## src/rtl/mad_pkg.sv

```systemverilog
// rtl/mad_pkg.sv - shared state encoding and defaults for the interrupt controller
package mad_pkg;

    typedef enum logic [3:0] {
        ST_IDLE      = 4'd0,
        ST_WAIT_SAFE = 4'd1,
        ST_DRAIN     = 4'd2,
        ST_PUSH_PC   = 4'd3,
        ST_PUSH_FLG  = 4'd4,
        ST_FETCH_VEC = 4'd5,
        ST_ISR       = 4'd6,
        ST_POP_FLG   = 4'd7,
        ST_POP_PC    = 4'd8
    } state_t;

    localparam int          DRAIN_CYCLES_DEF = 3;
    localparam logic [10:0] VEC_ADDR_DEF     = 11'h001;
    localparam logic [10:0] SP_INIT_DEF      = 11'h7FF;
    localparam int          CNT_W            = 8;

    function automatic logic is_busy(state_t s);
        return !(s == ST_IDLE || s == ST_ISR);
    endfunction

endpackage

```

## src/rtl/mad_edge_detect.sv

```systemverilog
// rtl/mad_edge_detect.sv - rising-edge detector for the external interrupt line
module mad_edge_detect (
    input  logic i_clk,
    input  logic i_rst,
    input  logic i_int,
    output logic o_event
);

    logic r_int_q;

    always_ff @(posedge i_clk or posedge i_rst) begin
        if (i_rst) begin
            r_int_q <= 1'b0;
        end else begin
            r_int_q <= i_int;
        end
    end

    assign o_event = i_int & ~r_int_q;

endmodule

```

## src/rtl/mad_int_ctrl.sv

```systemverilog
// rtl/mad_int_ctrl.sv - interrupt entry/exit sequencer: drain, stack push/pop, vector fetch
module mad_int_ctrl
    import mad_pkg::*;
#(
    parameter int          DRAIN_CYCLES = DRAIN_CYCLES_DEF,
    parameter logic [10:0] VEC_ADDR     = VEC_ADDR_DEF,
    parameter logic [10:0] SP_INIT      = SP_INIT_DEF
) (
    input  logic        i_clk,
    input  logic        i_rst,
    input  logic        i_int,
    input  logic        i_safe,
    input  logic        i_rti,
    input  logic [15:0] i_pc_ret,
    input  logic [3:0]  i_flags,
    input  logic        i_mem_gnt,
    input  logic [15:0] i_mem_rdata,
    output logic        o_mem_req,
    output logic        o_mem_we,
    output logic [10:0] o_mem_addr,
    output logic [15:0] o_mem_wdata,
    output logic        o_freeze,
    output logic        o_flush,
    output logic        o_pc_load,
    output logic [15:0] o_pc_value,
    output logic        o_flags_load,
    output logic [3:0]  o_flags_value,
    output logic        o_busy
);

    state_t             r_state;
    state_t             w_state_nxt;
    logic [10:0]        r_sp;
    logic [10:0]        w_sp_nxt;
    logic [CNT_W-1:0]   r_cnt;
    logic               r_pending;
    logic [15:0]        r_pc_cap;
    logic [3:0]         r_flg_cap;
    logic               w_event;
    logic               w_fire;
    logic               w_capture;
    logic               w_cnt_last;

    logic               w_mem_req_nxt;
    logic               w_mem_we_nxt;
    logic [10:0]        w_mem_addr_nxt;
    logic [15:0]        w_mem_wdata_nxt;
    logic               w_freeze_nxt;
    logic               w_flush_nxt;
    logic               w_pc_load_nxt;
    logic [15:0]        w_pc_value_nxt;
    logic               w_flags_load_nxt;
    logic [3:0]         w_flags_value_nxt;

    mad_edge_detect u_edge (
        .i_clk   (i_clk),
        .i_rst   (i_rst),
        .i_int   (i_int),
        .o_event (w_event)
    );

    // A transfer completes only when our registered request meets the grant.
    assign w_fire     = o_mem_req & i_mem_gnt;
    assign w_capture  = (r_state == ST_WAIT_SAFE) & i_safe;
    assign w_cnt_last = (r_cnt == CNT_W'(DRAIN_CYCLES - 1));

    always_comb begin
        w_state_nxt       = r_state;
        w_sp_nxt          = r_sp;
        w_pc_load_nxt     = 1'b0;
        w_pc_value_nxt    = 16'h0000;
        w_flags_load_nxt  = 1'b0;
        w_flags_value_nxt = 4'h0;
        case (r_state)
            ST_IDLE:      if (r_pending | w_event) w_state_nxt = ST_WAIT_SAFE;
            ST_WAIT_SAFE: if (i_safe) w_state_nxt = ST_DRAIN;
            ST_DRAIN:     if (w_cnt_last) w_state_nxt = ST_PUSH_PC;
            ST_PUSH_PC: begin
                if (w_fire) begin
                    w_sp_nxt    = r_sp - 11'd1;
                    w_state_nxt = ST_PUSH_FLG;
                end
            end
            ST_PUSH_FLG: begin
                if (w_fire) begin
                    w_sp_nxt    = r_sp - 11'd1;
                    w_state_nxt = ST_FETCH_VEC;
                end
            end
            ST_FETCH_VEC: begin
                if (w_fire) begin
                    w_pc_load_nxt  = 1'b1;
                    w_pc_value_nxt = i_mem_rdata;
                    w_state_nxt    = ST_ISR;
                end
            end
            ST_ISR:       if (i_rti) w_state_nxt = ST_POP_FLG;
            ST_POP_FLG: begin
                if (w_fire) begin
                    w_sp_nxt          = r_sp + 11'd1;
                    w_flags_load_nxt  = 1'b1;
                    w_flags_value_nxt = i_mem_rdata[3:0];
                    w_state_nxt       = ST_POP_PC;
                end
            end
            ST_POP_PC: begin
                if (w_fire) begin
                    w_sp_nxt       = r_sp + 11'd1;
                    w_pc_load_nxt  = 1'b1;
                    w_pc_value_nxt = i_mem_rdata;
                    w_state_nxt    = ST_IDLE;
                end
            end
            default:      w_state_nxt = ST_IDLE;
        endcase
    end

    // Outputs are decoded from the next state so the registered copies line up with the state register.
    always_comb begin
        w_mem_req_nxt   = 1'b0;
        w_mem_we_nxt    = 1'b0;
        w_mem_addr_nxt  = 11'h000;
        w_mem_wdata_nxt = 16'h0000;
        w_freeze_nxt    = 1'b0;
        w_flush_nxt     = 1'b0;
        case (w_state_nxt)
            ST_WAIT_SAFE: w_freeze_nxt = 1'b1;
            ST_DRAIN: begin
                w_freeze_nxt = 1'b1;
                w_flush_nxt  = 1'b1;
            end
            ST_PUSH_PC: begin
                w_freeze_nxt    = 1'b1;
                w_mem_req_nxt   = 1'b1;
                w_mem_we_nxt    = 1'b1;
                w_mem_addr_nxt  = w_sp_nxt;
                w_mem_wdata_nxt = r_pc_cap;
            end
            ST_PUSH_FLG: begin
                w_freeze_nxt    = 1'b1;
                w_mem_req_nxt   = 1'b1;
                w_mem_we_nxt    = 1'b1;
                w_mem_addr_nxt  = w_sp_nxt;
                w_mem_wdata_nxt = {12'h000, r_flg_cap};
            end
            ST_FETCH_VEC: begin
                w_freeze_nxt   = 1'b1;
                w_mem_req_nxt  = 1'b1;
                w_mem_addr_nxt = VEC_ADDR;
            end
            ST_POP_FLG, ST_POP_PC: begin
                w_freeze_nxt   = 1'b1;
                w_mem_req_nxt  = 1'b1;
                w_mem_addr_nxt = w_sp_nxt + 11'd1;
            end
            default: ;
        endcase
    end

    always_ff @(posedge i_clk or posedge i_rst) begin
        if (i_rst) begin
            r_state       <= ST_IDLE;
            r_sp          <= SP_INIT;
            r_cnt         <= '0;
            r_pending     <= 1'b0;
            r_pc_cap      <= 16'h0000;
            r_flg_cap     <= 4'h0;
            o_mem_req     <= 1'b0;
            o_mem_we      <= 1'b0;
            o_mem_addr    <= 11'h000;
            o_mem_wdata   <= 16'h0000;
            o_freeze      <= 1'b0;
            o_flush       <= 1'b0;
            o_pc_load     <= 1'b0;
            o_pc_value    <= 16'h0000;
            o_flags_load  <= 1'b0;
            o_flags_value <= 4'h0;
            o_busy        <= 1'b0;
        end else begin
            r_state <= w_state_nxt;
            r_sp    <= w_sp_nxt;
            r_cnt   <= (r_state == ST_DRAIN && w_state_nxt == ST_DRAIN) ? r_cnt + 1'b1 : '0;
            // A fresh edge wins over the clear so it is not lost on DRAIN entry.
            if (w_event) begin
                r_pending <= 1'b1;
            end else if (w_capture) begin
                r_pending <= 1'b0;
            end
            if (w_capture) begin
                r_pc_cap  <= i_pc_ret;
                r_flg_cap <= i_flags;
            end
            o_mem_req     <= w_mem_req_nxt;
            o_mem_we      <= w_mem_we_nxt;
            o_mem_addr    <= w_mem_addr_nxt;
            o_mem_wdata   <= w_mem_wdata_nxt;
            o_freeze      <= w_freeze_nxt;
            o_flush       <= w_flush_nxt;
            o_pc_load     <= w_pc_load_nxt;
            o_pc_value    <= w_pc_value_nxt;
            o_flags_load  <= w_flags_load_nxt;
            o_flags_value <= w_flags_value_nxt;
            o_busy        <= is_busy(w_state_nxt);
        end
    end

endmodule

```

## config.mk

```make
export PLATFORM = sky130hd
export DESIGN_NAME = mad_int_ctrl
export DESIGN_NICKNAME = d
export VERILOG_FILES = /design/src/rtl/mad_pkg.sv /design/src/rtl/mad_edge_detect.sv /design/src/rtl/mad_int_ctrl.sv
export SDC_FILE = /design/constraint.sdc
export NUM_CORES = 1
export LEC_CHECK = 0
export CORE_ASPECT_RATIO = 1.75
export CORE_MARGIN = 5
export CORE_UTILIZATION = 30
export DETAILED_ROUTE_END_ITERATION = 10
export PLACE_DENSITY = 0.58
export REMOVE_ABC_BUFFERS = 1
export SLEW_MARGIN = 10
export SYNTH_ARGS = -nofsm -noshare
export SYNTH_HDL_FRONTEND = slang
export SYNTH_SLANG_ARGS = --single-unit
```

## constraint.sdc

```tcl
create_clock -name i_clk -period 5.2 [get_ports i_clk]
set_clock_uncertainty 0.1 [all_clocks]
set_input_delay 1.3 -clock i_clk [delete_from_list [all_inputs] [get_ports i_clk]]
set_output_delay 1.3 -clock i_clk [all_outputs]
set_load 0.05 [all_outputs]
```

==> impl_metrics.tcl <==
set metrics [dict create \
    cts_max_level 3 \
    rsz0062_at_grt "false" \
    yosysTopAreaCell "dfrtp_1" \
    start_kind "input pin" \
    port_buffers 95 \
    min_path_type "reg2reg" \
    finalCritPeriodShare_pct 76.1 \
    reg2reg_depth 7 \
    clockRootBuffer "clkbuf_16" \
    fillCellCount 1478 \
    cts_buffer_depth 2 \
    synth_area_per_cell_um2 11.6 \
    utilization_pct 39.7 \
    synth-seq-cells 99 \
    r2r_start "r_state[3]" \
    power_density_nw_per_um2 540 \
    drt_wl_total_mm 11.7 \
    clock_latency_ns 0.34 \
    ir_drop_uv 192 \
    synthCells 403 \
    max_freq_mhz 253 \
    period_needed_ns 3.96 \
    fin_area_um2 6070 \
    ys_types 75 \
    gr-total-overflow 0 \
    area_delta_synth_final_pct 30.3 \
    cts.sinks 99 \
    synth_edf_count 0 \
    place_area_um2 5790 \
    dp.final_hpwl_mm 8.69 \
    ff2ff_setup_slack_ns 1.99 \
    status "finished, final reports clean" \
    whs_endpoint "o_mem_wdata[6]" \
    n_antenna_cell 0 \
    ys.warnings.count 0 \
    cp-end-kind "flip-flop" \
    io_pins 96 \
    synth.area.top_cells "dfrtp_1, dfstp_2, mux2_2, and2_1, nand3_1" \
    drive_gt1_share_pct 15.7 \
    slew_viol_final 0 \
    die_h_um 175 \
    arrival_ns 4.14 \
    postCtsSetupRepairBufs 0 \
    ant_nets 0 \
    synth-seq-area-share_pct 53.4 \
    cp.required_ns 5.38 \
    drv_cap 0 \
    critPathKind "in2reg" \
    grt_pass1_vias 3535 \
    synth-main-ff-cell "dfrtp_1" \
    fp.coreArea_um2 15300 \
    gp_congestion 0.899 \
    layout_commonest_cell "clkdlybuf4s50_1" \
    synth_top_area_share_pct 47.2 \
    total_power_mw 3.28 \
    fp.dieArea_um2 18200 \
    final_cell_mix "clkdlybuf4s50_1, dfrtp_1, and2_1" \
    wire_per_inst_um 17.0 \
    die_x_um 104 \
    relSlewSlack_pct 49.0 \
    path_clk_slew_ns 0.08 \
    first_pass_iters 5 \
    synth-async-reset-ratio_pct 100 \
    vias 3383 \
    cts_resized 0 \
    final-hold-violation-count 0 \
    antenna_found_initial 0 \
    critPathMaxFanout 11 \
    drc 0 \
    cts_tree "yes" \
    hold-path-cell-count 1 \
    grt_max_degree 57 \
    hold_buffers 0 \
    synthesis.area_um2 4660 \
    rows 60 \
    layout.nets 540 \
    setup_viol_count_final 0 \
    grt_util_all_layers_pct 12.9 \
    worst_slew_pin_slew_ns 0.758 \
    start_util_pct 30.4 \
    reg2reg_to "o_mem_addr[10]" \
    grt_pass1_wl_mm 18.7 \
    dr.first_iter.drc_count 107 \
    routed_via_density 4.95 \
    cts_buffers 9 \
    hold_path.startpoint "r_pc_cap[6]" \
    p_leak_nw 2.60 \
    tns_ns 0 \
]
[metrics by stage]
step                      hold WS (ns)  std cells  setup WS [ns]
after floorplan                  0.349        381           1.23
after global placement           0.358        668          0.951
after detailed placement         0.363        668          0.895
after CTS                        0.380        684           1.25
after global routing             0.403        684           1.06
final                            0.376        684           1.24
[state kept, by name, summed over array words and instances, names as in the netlist]
signal          flops
u_edge.r_int_q      1
o_flags_load        1
o_pc_value         16
r_state             4
r_pc_cap           16
r_pending           1
o_mem_we            1
r_flg_cap           4
r_sp               11
o_flush             1
o_freeze            1
o_busy              1
o_mem_req           1
o_mem_addr         11
o_flags_value       4
o_mem_wdata        16
o_pc_load           1
r_cnt               8
[cell type report]
class / instances / area, µm² / share of cell area (%)
inverters: 16 / 62.6 / 1.03
clock inverters: 6 / 55.1 / 0.906
flip-flops and latches: 99 / 2490 / 41.0
repair buffers: 101 / 996 / 16.4
well taps: 186 / 233 / 3.83
multi-input cells: 266 / 2010 / 33.0
clock buffers: 10 / 229 / 3.77
[metal layers]
layer  up-vias  part of all wire [%]  wire length (µm)  track usage (%)
li1       1615                     -                 -                -
met1      1665                    37              4350             13.6
met2        80                    55              6470             24.0
met3        23                   3.4               395             2.48
met4         0                   3.8               446             6.43
met5         -                     0                 0                0
[critical path, stage by stage]
cell             delay, ns
clkdlybuf4s50_1       0.64
nand2_1               0.34
a2111o_1              0.47
o311ai_1              0.21
a21boi_1              0.37
nand3_1               0.19
or4_1                 0.53
nand3_1               0.09
[how the worst max path moves through the flow]
stage / end / startpoint / slack, ns / cells past startpoint
2_1_floorplan: o_busy / i_rst / 1.23 / 1
3_3_place_gp: o_mem_addr[10] / i_mem_gnt / 0.95 / 8
3_5_place_dp: o_mem_addr[7] / i_mem_gnt / 0.90 / 8
4_1_cts: o_mem_addr[7] / i_mem_gnt / 1.25 / 8
5_1_grt: o_mem_addr[7] / i_mem_gnt / 1.06 / 8
6_report: o_mem_addr[7] / i_mem_gnt / 1.24 / 8
[synthesized netlist by cell type, types with 5 or more instances]
library cell,instances
xor2_1,8
o21ai_0,6
o211ai_1,5
clkbuf_1,15
dfstp_2,11
nor2_1,23
a21oi_1,7
nor3_1,6
nand4_1,5
a22o_1,5
ha_1,5
nand2_1,25
nand3_1,19
and3_1,7
mux2_2,21
inv_1,16
and2_1,34
o21ai_1,5
dfrtp_1,88
[power by group]
part	internal, mW	total, mW	switching (mW)
Clock	0.334	0.641	0.307
Sequential	1.01	1.21	0.196
Combinational	0.542	1.43	0.885
Total	1.89	3.28	1.39
[cell families after synthesis]
kind of cell | after synthesis | synth area share, %
AO/OA/AOI/OAI | 69 | 12.6
buffers and inverters | 38 | 3.60
flip-flops | 99 | 53.4
AND/OR/NAND/NOR | 153 | 18.9
adder cells (fa/ha/maj) | 5 | 1.34
XOR/XNOR | 16 | 4.54
multiplexers | 23 | 5.58
(Power assumes the default switching activity.)
